--- config.mk ---
export PLATFORM = sky130hd
export DESIGN_NAME = sti_rx_flat
export DESIGN_NICKNAME = d
export VERILOG_FILES = /design/src/rtl/sti_pkg.sv /design/src/rtl/sti_rx_if.sv /design/src/rtl/sti_rx_extract.sv /design/src/rtl/sti_rx.sv /design/src/flat_wrapper.sv
export SDC_FILE = /design/constraint.sdc
export NUM_CORES = 1
export LEC_CHECK = 0
export BUFFER_PORTS_ARGS = -buffer_cell sky130_fd_sc_hd__buf_2
export CAP_MARGIN = 20
export CORE_MARGIN = 8
export CORE_UTILIZATION = 60
export CTS_BUF_LIST = sky130_fd_sc_hd__clkbuf_2
export DETAILED_ROUTE_END_ITERATION = 8
export PLACE_DENSITY = 0.8
export SYNTH_ARGS = -nofsm -noshare
export SYNTH_HDL_FRONTEND = slang
export SYNTH_SLANG_ARGS = --single-unit
--- constraint.sdc ---
create_clock -name clk -period 2.4 [get_ports clk]
set_input_delay 0.48 -clock clk [delete_from_list [all_inputs] [get_ports clk]]
set_output_delay 0.48 -clock clk [all_outputs]
set_load 0.03 [all_outputs]
--- src/rtl/sti_pkg.sv ---
// Shared definitions for the STI serial link, used by the receiver and the transmitter.
package sti_pkg;

  typedef enum logic [1:0] {
    LEN_8  = 2'b00,
    LEN_16 = 2'b01,
    LEN_24 = 2'b10,
    LEN_32 = 2'b11
  } len_e;

  typedef enum logic [1:0] {
    ST_IDLE = 2'b00,
    ST_RECV = 2'b01,
    ST_DONE = 2'b10
  } state_e;

  localparam int STAT_LEN = 0;
  localparam int STAT_PAD = 1;

  localparam logic [5:0] BIT_CNT_MAX = 6'd33;
  localparam logic [5:0] BIT_STORE   = 6'd32;

  typedef struct packed {
    len_e length;
    logic msb;
    logic low;
    logic fill;
  } cfg_t;

  function automatic logic [5:0] len_bits(input len_e code);
    logic [5:0] n;
    case (code)
      LEN_8:   n = 6'd8;
      LEN_16:  n = 6'd16;
      LEN_24:  n = 6'd24;
      default: n = 6'd32;
    endcase
    return n;
  endfunction

endpackage

--- src/rtl/sti_rx_if.sv ---
// Configuration, serial input and parallel output signals of the STI receiver.
interface sti_rx_if;
  logic        cfg_load;
  logic [1:0]  cfg_length;
  logic        cfg_msb;
  logic        cfg_low;
  logic        cfg_fill;
  logic        so_data;
  logic        so_valid;
  logic [15:0] po_data;
  logic [1:0]  po_status;
  logic        po_valid;
  logic        po_ready;
  logic        ovf;
  logic [7:0]  frm_cnt;

  modport master (
    output cfg_load, cfg_length, cfg_msb, cfg_low, cfg_fill,
    output so_data, so_valid, po_ready,
    input  po_data, po_status, po_valid, ovf, frm_cnt
  );

  modport slave (
    input  cfg_load, cfg_length, cfg_msb, cfg_low, cfg_fill,
    input  so_data, so_valid, po_ready,
    output po_data, po_status, po_valid, ovf, frm_cnt
  );
endinterface

--- src/rtl/sti_rx_extract.sv ---
// Payload and status extraction from a captured frame word.
module sti_rx_extract
  import sti_pkg::*;
(
  input  logic [31:0] frame,
  input  logic [5:0]  bit_cnt,
  input  cfg_t        cfg,
  output logic [15:0] data,
  output logic [1:0]  status
);

  logic len_err;
  logic pad_err;
  logic [15:0] payload;

  always_comb begin
    payload = 16'h0000;
    pad_err = 1'b0;
    len_err = (bit_cnt != len_bits(cfg.length));
    case (cfg.length)
      LEN_8:  payload = cfg.low ? {frame[7:0], 8'h00} : {8'h00, frame[7:0]};
      LEN_16: payload = frame[15:0];
      LEN_24: begin
        payload = cfg.fill ? frame[23:8] : frame[15:0];
        pad_err = cfg.fill ? |frame[7:0] : |frame[23:16];
      end
      default: begin
        payload = cfg.fill ? frame[31:16] : frame[15:0];
        pad_err = cfg.fill ? |frame[15:0] : |frame[31:16];
      end
    endcase
    // A wrong-length frame carries no payload, and its padding is meaningless.
    if (len_err) begin
      payload = 16'h0000;
      pad_err = 1'b0;
    end
  end

  assign data = payload;
  always_comb begin
    status           = 2'b00;
    status[STAT_LEN] = len_err;
    status[STAT_PAD] = pad_err;
  end

endmodule

--- src/rtl/sti_rx.sv ---
// STI serial receiver: captures a frame, extracts a 16-bit payload, holds it in an output slot.
//   state   | meaning
//   ST_IDLE | no frame; configuration may be loaded
//   ST_RECV | frame active, bits being sampled
//   ST_DONE | frame ended; offer result to the output slot
module sti_rx
  import sti_pkg::*;
(
  input  logic     clk,
  input  logic     reset,
  sti_rx_if.slave  bus
);

  state_e      state_q, state_d;
  cfg_t        cfg_q;
  logic [31:0] frame_q;
  logic [5:0]  bit_cnt_q;
  logic [15:0] ext_data;
  logic [1:0]  ext_status;
  logic        frame_start;
  logic        slot_load;
  logic        slot_drop;

  always_ff @(posedge clk or negedge reset) begin
    if (!reset) state_q <= ST_IDLE;
    else        state_q <= state_d;
  end

  always_comb begin
    state_d     = state_q;
    frame_start = 1'b0;
    slot_load   = 1'b0;
    slot_drop   = 1'b0;
    case (state_q)
      ST_IDLE: begin
        if (bus.so_valid) begin
          state_d     = ST_RECV;
          frame_start = 1'b1;
        end
      end
      ST_RECV: begin
        if (!bus.so_valid) state_d = ST_DONE;
      end
      ST_DONE: begin
        slot_load   = !bus.po_valid || bus.po_ready;
        slot_drop   = bus.po_valid && !bus.po_ready;
        frame_start = bus.so_valid;
        state_d     = bus.so_valid ? ST_RECV : ST_IDLE;
      end
      default: state_d = ST_IDLE;
    endcase
  end

  always_ff @(posedge clk or negedge reset) begin
    if (!reset) begin
      cfg_q <= '{length: LEN_8, msb: 1'b0, low: 1'b0, fill: 1'b0};
    end else if (bus.cfg_load && state_q == ST_IDLE) begin
      cfg_q <= '{length: len_e'(bus.cfg_length), msb: bus.cfg_msb,
                 low: bus.cfg_low, fill: bus.cfg_fill};
    end
  end

  // A new frame restarts capture on the same edge the previous one is handed off.
  always_ff @(posedge clk or negedge reset) begin
    if (!reset) begin
      frame_q   <= 32'h0;
      bit_cnt_q <= 6'd0;
    end else if (bus.so_valid) begin
      if (frame_start) begin
        frame_q   <= {31'h0, bus.so_data};
        bit_cnt_q <= 6'd1;
      end else begin
        if (bit_cnt_q < BIT_CNT_MAX) bit_cnt_q <= bit_cnt_q + 6'd1;
        if (bit_cnt_q < BIT_STORE) begin
          if (cfg_q.msb) frame_q <= {frame_q[30:0], bus.so_data};
          else           frame_q[bit_cnt_q[4:0]] <= bus.so_data;
        end
      end
    end
  end

  sti_rx_extract u_extract (
    .frame   (frame_q),
    .bit_cnt (bit_cnt_q),
    .cfg     (cfg_q),
    .data    (ext_data),
    .status  (ext_status)
  );

  always_ff @(posedge clk or negedge reset) begin
    if (!reset) begin
      bus.po_data   <= 16'h0;
      bus.po_status <= 2'b00;
      bus.po_valid  <= 1'b0;
      bus.frm_cnt   <= 8'h0;
    end else if (slot_load) begin
      bus.po_data   <= ext_data;
      bus.po_status <= ext_status;
      bus.po_valid  <= 1'b1;
      bus.frm_cnt   <= bus.frm_cnt + 8'd1;
    end else if (bus.po_ready) begin
      bus.po_valid  <= 1'b0;
    end
  end

  always_ff @(posedge clk or negedge reset) begin
    if (!reset)                                    bus.ovf <= 1'b0;
    else if (slot_drop)                            bus.ovf <= 1'b1;
    else if (bus.cfg_load && state_q == ST_IDLE)   bus.ovf <= 1'b0;
  end

endmodule
--- src/flat_wrapper.sv ---
// flat-port wrapper written by rule: the top's interface ports become plain ports
module sti_rx_flat import sti_pkg::*;
  (clk, reset, bus_cfg_load, bus_cfg_length, bus_cfg_msb, bus_cfg_low, bus_cfg_fill, bus_so_data, bus_so_valid, bus_po_ready, bus_po_data, bus_po_status, bus_po_valid, bus_ovf, bus_frm_cnt);
  sti_rx_if bus_i ();
  input  logic clk;
  input  logic reset;
  input wire logic [$bits(bus_i.cfg_load)-1:0] bus_cfg_load;
  input wire logic [$bits(bus_i.cfg_length)-1:0] bus_cfg_length;
  input wire logic [$bits(bus_i.cfg_msb)-1:0] bus_cfg_msb;
  input wire logic [$bits(bus_i.cfg_low)-1:0] bus_cfg_low;
  input wire logic [$bits(bus_i.cfg_fill)-1:0] bus_cfg_fill;
  input wire logic [$bits(bus_i.so_data)-1:0] bus_so_data;
  input wire logic [$bits(bus_i.so_valid)-1:0] bus_so_valid;
  input wire logic [$bits(bus_i.po_ready)-1:0] bus_po_ready;
  output wire logic [$bits(bus_i.po_data)-1:0] bus_po_data;
  output wire logic [$bits(bus_i.po_status)-1:0] bus_po_status;
  output wire logic [$bits(bus_i.po_valid)-1:0] bus_po_valid;
  output wire logic [$bits(bus_i.ovf)-1:0] bus_ovf;
  output wire logic [$bits(bus_i.frm_cnt)-1:0] bus_frm_cnt;
  assign bus_i.cfg_load = bus_cfg_load;
  assign bus_i.cfg_length = bus_cfg_length;
  assign bus_i.cfg_msb = bus_cfg_msb;
  assign bus_i.cfg_low = bus_cfg_low;
  assign bus_i.cfg_fill = bus_cfg_fill;
  assign bus_i.so_data = bus_so_data;
  assign bus_i.so_valid = bus_so_valid;
  assign bus_i.po_ready = bus_po_ready;
  assign bus_po_data = bus_i.po_data;
  assign bus_po_status = bus_i.po_status;
  assign bus_po_valid = bus_i.po_valid;
  assign bus_ovf = bus_i.ovf;
  assign bus_frm_cnt = bus_i.frm_cnt;
  sti_rx u_core (.clk(clk), .reset(reset), .bus(bus_i));
endmodule
# After elaboration in Yosys (flattened, before gate mapping)
# Index checks and enable logic that the tools add are counted.
word_totals:
  inputBits: 11
  output_inout_bits: 28
  register_bits: 73
  elab_cells: 75
op_classes:
  n_addsub: 2
  reduce_logical: 20
  eq_ne: 7
  n_lt_le_gt_ge: 4
  n_mux: 30
ops:
  columns: ["op", "count"]
  rows:
  - ["32-bit two-way mux", 3]
  - ["16-bit two-way mux", 4]
  - ["16-bit one-hot mux with 3 select lines", 1]
  - ["32-bit bitwise mux", 1]
  - ["16-bit OR reduction", 2]
  - ["6-bit one-hot mux with 3 select lines", 1]
  - ["8-bit OR reduction", 2]
  - ["6-bit less-than comparator (second input constant)", 2]
  - ["1-bit two-way mux", 12]
  - ["6-bit two-way mux", 2]
  - ["8-bit by 1-bit adder with 8-bit output (second input constant)", 1]
  - ["2-bit nonzero test", 4]
  - ["6-bit by 1-bit adder with 6-bit output (second input constant)", 1]
  - ["5-bit by 6-bit less-than comparator with 1-bit output (second input constant)", 1]
  - ["6-bit inequality test", 1]
  - ["2-bit one-hot mux with 3 select lines", 1]
  - ["2-bit AND reduction", 3]
  - ["1-bit demux with 5-bit select", 1]
  - ["5-bit by 1-bit >= comparator with 1-bit output (second input constant)", 1]
  - ["2-bit by 1-bit equality test with 1-bit output (second input constant)", 2]
  - ["2-bit equality test (second input constant)", 2]
  - ["2-bit zero test", 2]
  - ["2-bit two-way mux", 2]
  - ["2-bit inequality test (second input constant)", 2]
  - ["other kinds (5)", 9]

# Depth between registers and ports, before layout
depth:
  word_depth: 8
  ltp_mapped: 8
  ltp_nobuf: 7

# Cells and area by module
# A second synthesis with hierarchy kept.
hier_totals:
  cells_unflattened: 527
  area_unflattened_um2: 5251.3
by_module_without_submodules:
  columns: ["mod", "seq_area_each_um2", "area_each_um2", "n_inst", "cells_each"]
  rows:
  - ["sti_rx", 1826.8, 4276.6, 1, 382]
  - ["sti_rx_extract", 0.0, 974.7, 1, 145]

# Least setup slack after synthesis
# Ideal clock, no wire load.
synth_path:
  path_kind: "register to register"
  startpoint: "reg u_core.cfg_q[3] (netlist bit)"
  endpoint: "reg u_core.bus.po_data[10]"
  setup_slack_ps: 672
  setup_time_ps: 66
  synth_period_minus_slack_ps: 1728
  t_required_ps: 2334
  t_arrival_ps: 1662
  path_stages_with_launch: 8
  n_path_buf: 1
  cell_sequence: "dfrtp_1 > inv_1 > ha_1 > xnor2_1 > nand2_1 > nor4_4 > buf_6 > a22o_1"
synth_via:
  elab_chain_len: 4
  elab_cells_between_ends: 7
  cone_classes: "eq/ne (3); mux (3); reduce/logical (1)"
synth_rtl:
  columns: ["element", "line", "source"]
  rows:
  - ["from (decl)", "sti_rx.sv:15", "cfg_t cfg_q;"]
  - ["from (signal assigned)", "sti_rx.sv:56", "cfg_q <= '{length: LEN_8, msb: 1'b0, low: 1'b0, fill: 1'b0};"]
  - ["from (signal assigned)", "sti_rx.sv:58", "cfg_q <= '{length: len_e'(bus.cfg_length), msb: bus.cfg_msb,"]
  - ["2-bit equality test (tied with other cells)", "sti_pkg.sv:32, sti_rx_extract.sv:20", null]
  - ["6-bit one-hot mux with 3 select lines", "sti_pkg.sv:32", "case (code)"]
  - ["6-bit inequality test", "sti_rx_extract.sv:19", "len_err = (bit_cnt != len_bits(cfg.length));"]
  - ["16-bit two-way mux (*)", "sti_rx_extract.sv:33", "if (len_err) begin"]
  - ["to (signal assigned)", "sti_rx.sv:97", "bus.po_data <= ext_data;"]
  - ["to (decl)", "sti_rx_if.sv:26", "output po_data, po_status, po_valid, ovf, frm_cnt"]
# Mark *: on every way between the ends. The rest lies on a longest branch, timed or not.
# A chain may end at the register's enable or synchronous reset.

# Final worst setup path
layout_path:
  startpoint: "reg u_core.bit_cnt_q[0]"
  endpoint: "reg u_core.frame_q[14]"
layout_via:
  elab_chain_len: 8
  elab_cells_between_ends: 12
  cone_classes: "order compare (3); mux (6); reduce/logical (3)"
layout_rtl:
  columns: ["element", "line", "source"]
  rows:
  - ["from (decl)", "sti_rx.sv:17", "logic [5:0] bit_cnt_q;"]
  - ["from (signal assigned)", "sti_rx.sv:73", "if (bit_cnt_q < BIT_CNT_MAX) bit_cnt_q <= bit_cnt_q + 6'd1;"]
  - ["5-bit by 6-bit less-than comparator with 1-bit output (not written as such) or 5-bit by 1-bit >= comparator with 1-bit output (tied branches)", "sti_rx.sv:76", "else frame_q[bit_cnt_q[4:0]] <= bus.so_data;"]
  - ["1-bit logical AND (not written as such)", "sti_rx.sv:76", null]
  - ["1-bit two-way mux (not written as such)", "sti_rx.sv:76", null]
  - ["1-bit demux with 5-bit select", null, null]
  - ["32-bit bitwise mux", "sti_rx.sv:76", null]
  - ["32-bit two-way mux", "sti_rx.sv:75", "if (cfg_q.msb) frame_q <= {frame_q[30:0], bus.so_data};"]
  - ["32-bit two-way mux", "sti_rx.sv:74", "if (bit_cnt_q < BIT_STORE) begin"]
  - ["32-bit two-way mux", "sti_rx.sv:69", "if (frame_start) begin"]
  - ["to (signal assigned)", "sti_rx.sv:70", "frame_q <= {31'h0, bus.so_data};"]
  - ["to (signal assigned)", "sti_rx.sv:75", null]
  - ["to (signal, indexed assignment)", "sti_rx.sv:76", null]
  - ["to (decl)", "sti_rx.sv:16", "logic [31:0] frame_q;"]
# Parallel ways exist; a longest one is shown, timed or not. The select of a mux whose other input is x is not followed.

==> impl_results.md <==
* Status: completed
* Post-cts resize count at 0
* Delay of the slowest critical-path stage at 0.50 ns
* CTS tree: yes
* Gr usage total at approximately a quarter
* Flop2flop setup slack at ~0.38 ns
* Initial antenna violation count at 0
* Ys Warns at 0
* Rows at 31
* WP data required at approximately 2.8 ns
* EDFF count, synth at 0
* CP Launch Type: flip-flop
* Clock latency on the worst-skew pair at approximately 0.54 ns
* Maximum clock frequency at 495 MHz
* Top cells by area, synth: dfrtp_1 41%, nand2_1 5.4%, o41ai_1 5.3%, a22oi_1 4.6%, a21oi_1 4.2%
* Cell Chain, Critical Path: inv_1 > ha_1 > and2_0 > a22oi_1 > o41ai_1
* Vias per cell at between 6 and 7
* Initial DRC count at 451
* Area delta synth->final at 8.20%
* Top Metal Used: met4
* Crit share post-route at 84.1%
* DP Cell Count at roughly 590
* Final WL at ~12000 um
* Clock period minus worst slack at 2.02 ns
* RSZ-0062 raised after global routing: no
* Most common cell after layout, fill and taps aside: dfrtp_1
* Worst R2R End: u_core.frame_q[14]
* Crit end category: flip-flop
* Final std cells w/o fill at 611
* DR WL met3 at roughly 1200 um
* Most used DFF post-synth: dfrtp_1
* Final setup viols at 0
* Slowest CP cell: and2_0
* Setup slack after layout at ~0.38 ns
* Layout cells sized above 1 at around 16%
* CTS root buffer: clkbuf_2
* Cts bufs inserted at 9
* Post CTS Setup Buffer Count at 0
* CTS Buffer Depth at 2
* Final hold violation count at 0
* First-pass DRT Iterations at 5
* FF-to-FF Start: u_core.bit_cnt_q[0]
* Setup TNS at 0 ns
* Antenna Cells at 0
* Min-delay worst type: input port to flip-flop
* Critical Path AT at between 2 and 2.5 ns
* Fillers at approximately 600
* Actual slew at the worst max-slew pin at 0.944 ns
* Post-detail-place hpwl at between 7000 and 8000 um
* Register bit total from synthesis at between 70 and 80
* Die Y at around 100 um
* Mapped cell area at about 4400 um2
* Synth Net Count at slightly above 500
* Vias at approximately 4000
* First-pass GRT wire length at slightly below 20000 um
* Max capacitance violation total at 0
* Gpl congestion at ~0.95
* Starting density of the core at 61.3%
* Grt ovf at 0
* Crit path launch: u_core.bit_cnt_q[0]
* Hold_ws at 0.122 ns
* Relative slew slack at a little under two fifths
* Core Util, Final at 66.3%
* Sink Count at 73
* Vias in the first global route at between 3000 and 4000
* Die Span X at around 100 um
* Antenna viol nets, final at 0
* Met1 wire length at about 4800 um
* Power density cells at between 700 and 800 nW/um2
* Core area at approximately 7200 um2
* Worst Setup EP: u_core.frame_q[14]
* Cells after Synth at between 400 and 500
* R2R cell count at 5
* Distinct cell type count after synthesis at 50
* CTS HTree Levels at 3
* Asr flop ratio synth at 100%
* # nets final at 527
* WS Path Type: flip-flop to flip-flop
* Post-synth top area share at between 40% and 50%
* Most frequent cells in the layout: 73 x dfrtp_1, 64 x nand2_1, 38 x buf_2, 37 x a21oi_1, 35 x o21ai_0
* Drt drc at 0
* Largest net degree at the start of global routing at 51
* Largest area contributor in the netlist: dfrtp_1
* I/O Pins at 39
* DR WL/cell at roughly 19 um
* Sequential area share after synthesis at about two fifths
* Reg clk slew, reported paths at between 0.2 and 0.25 ns
* Die area at 10400 um2
* Pre-CTS WS at 0.479 ns
* Met2 WL at 5360 um
* Worst clock skew at between 0.02 and 0.025 ns
* Leakage at approximately 0.0021 uW
* Pins Over Slew Limit at 0
* Avg Inst Size Synth at ~9 um2
* IO Port Bufs at 38
* Largest vdd supply drop at around 330 uV
* Maximum fanout along the worst path at 8
## power breakdown
group          switching, uW  internal [uW]  leakage, uW
Sequential               184           1330     0.000986
Clock                    480            352    0.0000825
Combinational            660            361      0.00106
## per-stage QoR
stage	cell area [um2]	total power (uW)
2_1_floorplan	4420	2280
4_1_cts	4790	3350
3_5_place_dp	4640	2540
3_3_place_gp	4640	2510
6_report	4790	3370
5_1_grt	4790	3550
## worst min path at each step
stage / slack (ns) / depth (start not counted) / startpoint / end
after detailed placement: 0.47 / 1 / u_core.bus.frm_cnt[7] / u_core.bus.frm_cnt[7]
after CTS: 0.12 / 2 / bus_so_valid / u_core.state_q[1]
after global routing: 0.11 / 2 / bus_so_valid / u_core.state_q[1]
final: 0.12 / 2 / bus_so_valid / u_core.state_q[1]
after floorplan: 0.18 / 0 / reset / u_core.bit_cnt_q[0]
after global placement: 0.46 / 1 / u_core.bus.frm_cnt[7] / u_core.bus.frm_cnt[7]
## logic make-up (layout without fill, tap and decap cells)
logic type | Yosys count | in the layout | share of synthesized area (%)
XOR/XNOR | 11 | 11 | 2.18
AO/OA/AOI/OAI | 196 | 196 | 30.4
flip-flops | 73 | 73 | 41.3
adder cells (fa/ha/maj) | 9 | 9 | 2.55
multiplexers | 3 | 3 | 0.764
buffers and inverters | 51 | 76 | 5.74
AND/OR/NAND/NOR | 144 | 144 | 17.1
## cell type report
class	count	area, um2	share of cell area, %
clock inverter	6	90.1	1.88
clock buffer	10	50.0	1.05
multi-input combinational	363	2340	48.9
sequential	73	1830	38.2
tap	99	124	2.59
inverter	8	30.0	0.627
timing repair buffer	52	323	6.75
## synthesized netlist by cell type, types with 5 or more instances
cell      number
buf_2         11
a22oi_1       27
o21ai_1        7
a221o_1        8
ha_1           9
o41ai_1       27
clkbuf_1      23
a31oi_1       18
inv_1          7
a221oi_1       8
o21ai_0       35
nand3_1        5
xnor2_1       10
buf_6          5
nor2_1        18
nor4_1         6
a21oi_1       37
nand2b_1      20
dfrtp_1       73
a22o_1        20
nand2_1       64
## state kept, by name, indices dropped and copies added, names as in the netlist
register,flops
u_core.bit_cnt_q,6
u_core.bus.frm_cnt,8
u_core.bus.ovf,1
u_core.bus.po_data,16
u_core.bus.po_status,2
u_core.bus.po_valid,1
u_core.cfg_q,5
u_core.frame_q,32
u_core.state_q,2
## critical path, delay by kind of cell (launching register included)
| family | cells | cell delay, ns |
|---|---|---|
| AO/OA/AOI/OAI | 2 | 0.60 |
| adder cells (fa/ha/maj) | 1 | 0.20 |
| flip-flops | 1 | 0.47 |
| buffers and inverters | 1 | 0.14 |
| AND/OR/NAND/NOR | 1 | 0.50 |
## per-layer routing
metal	vias up	GRT usage [%]
li1	1878	-
met1	1950	29.6
met2	210	37.4
met3	30	4.70
met4	0	12.0
met5	-	0
## repair_timing
item / CTS / global route
hold buffers: 1 / 0
setup endpoints to repair: 0 / 0
hold endpoints to repair: 23 / 0
No activity file was read; power rests on OpenSTA's default activity.
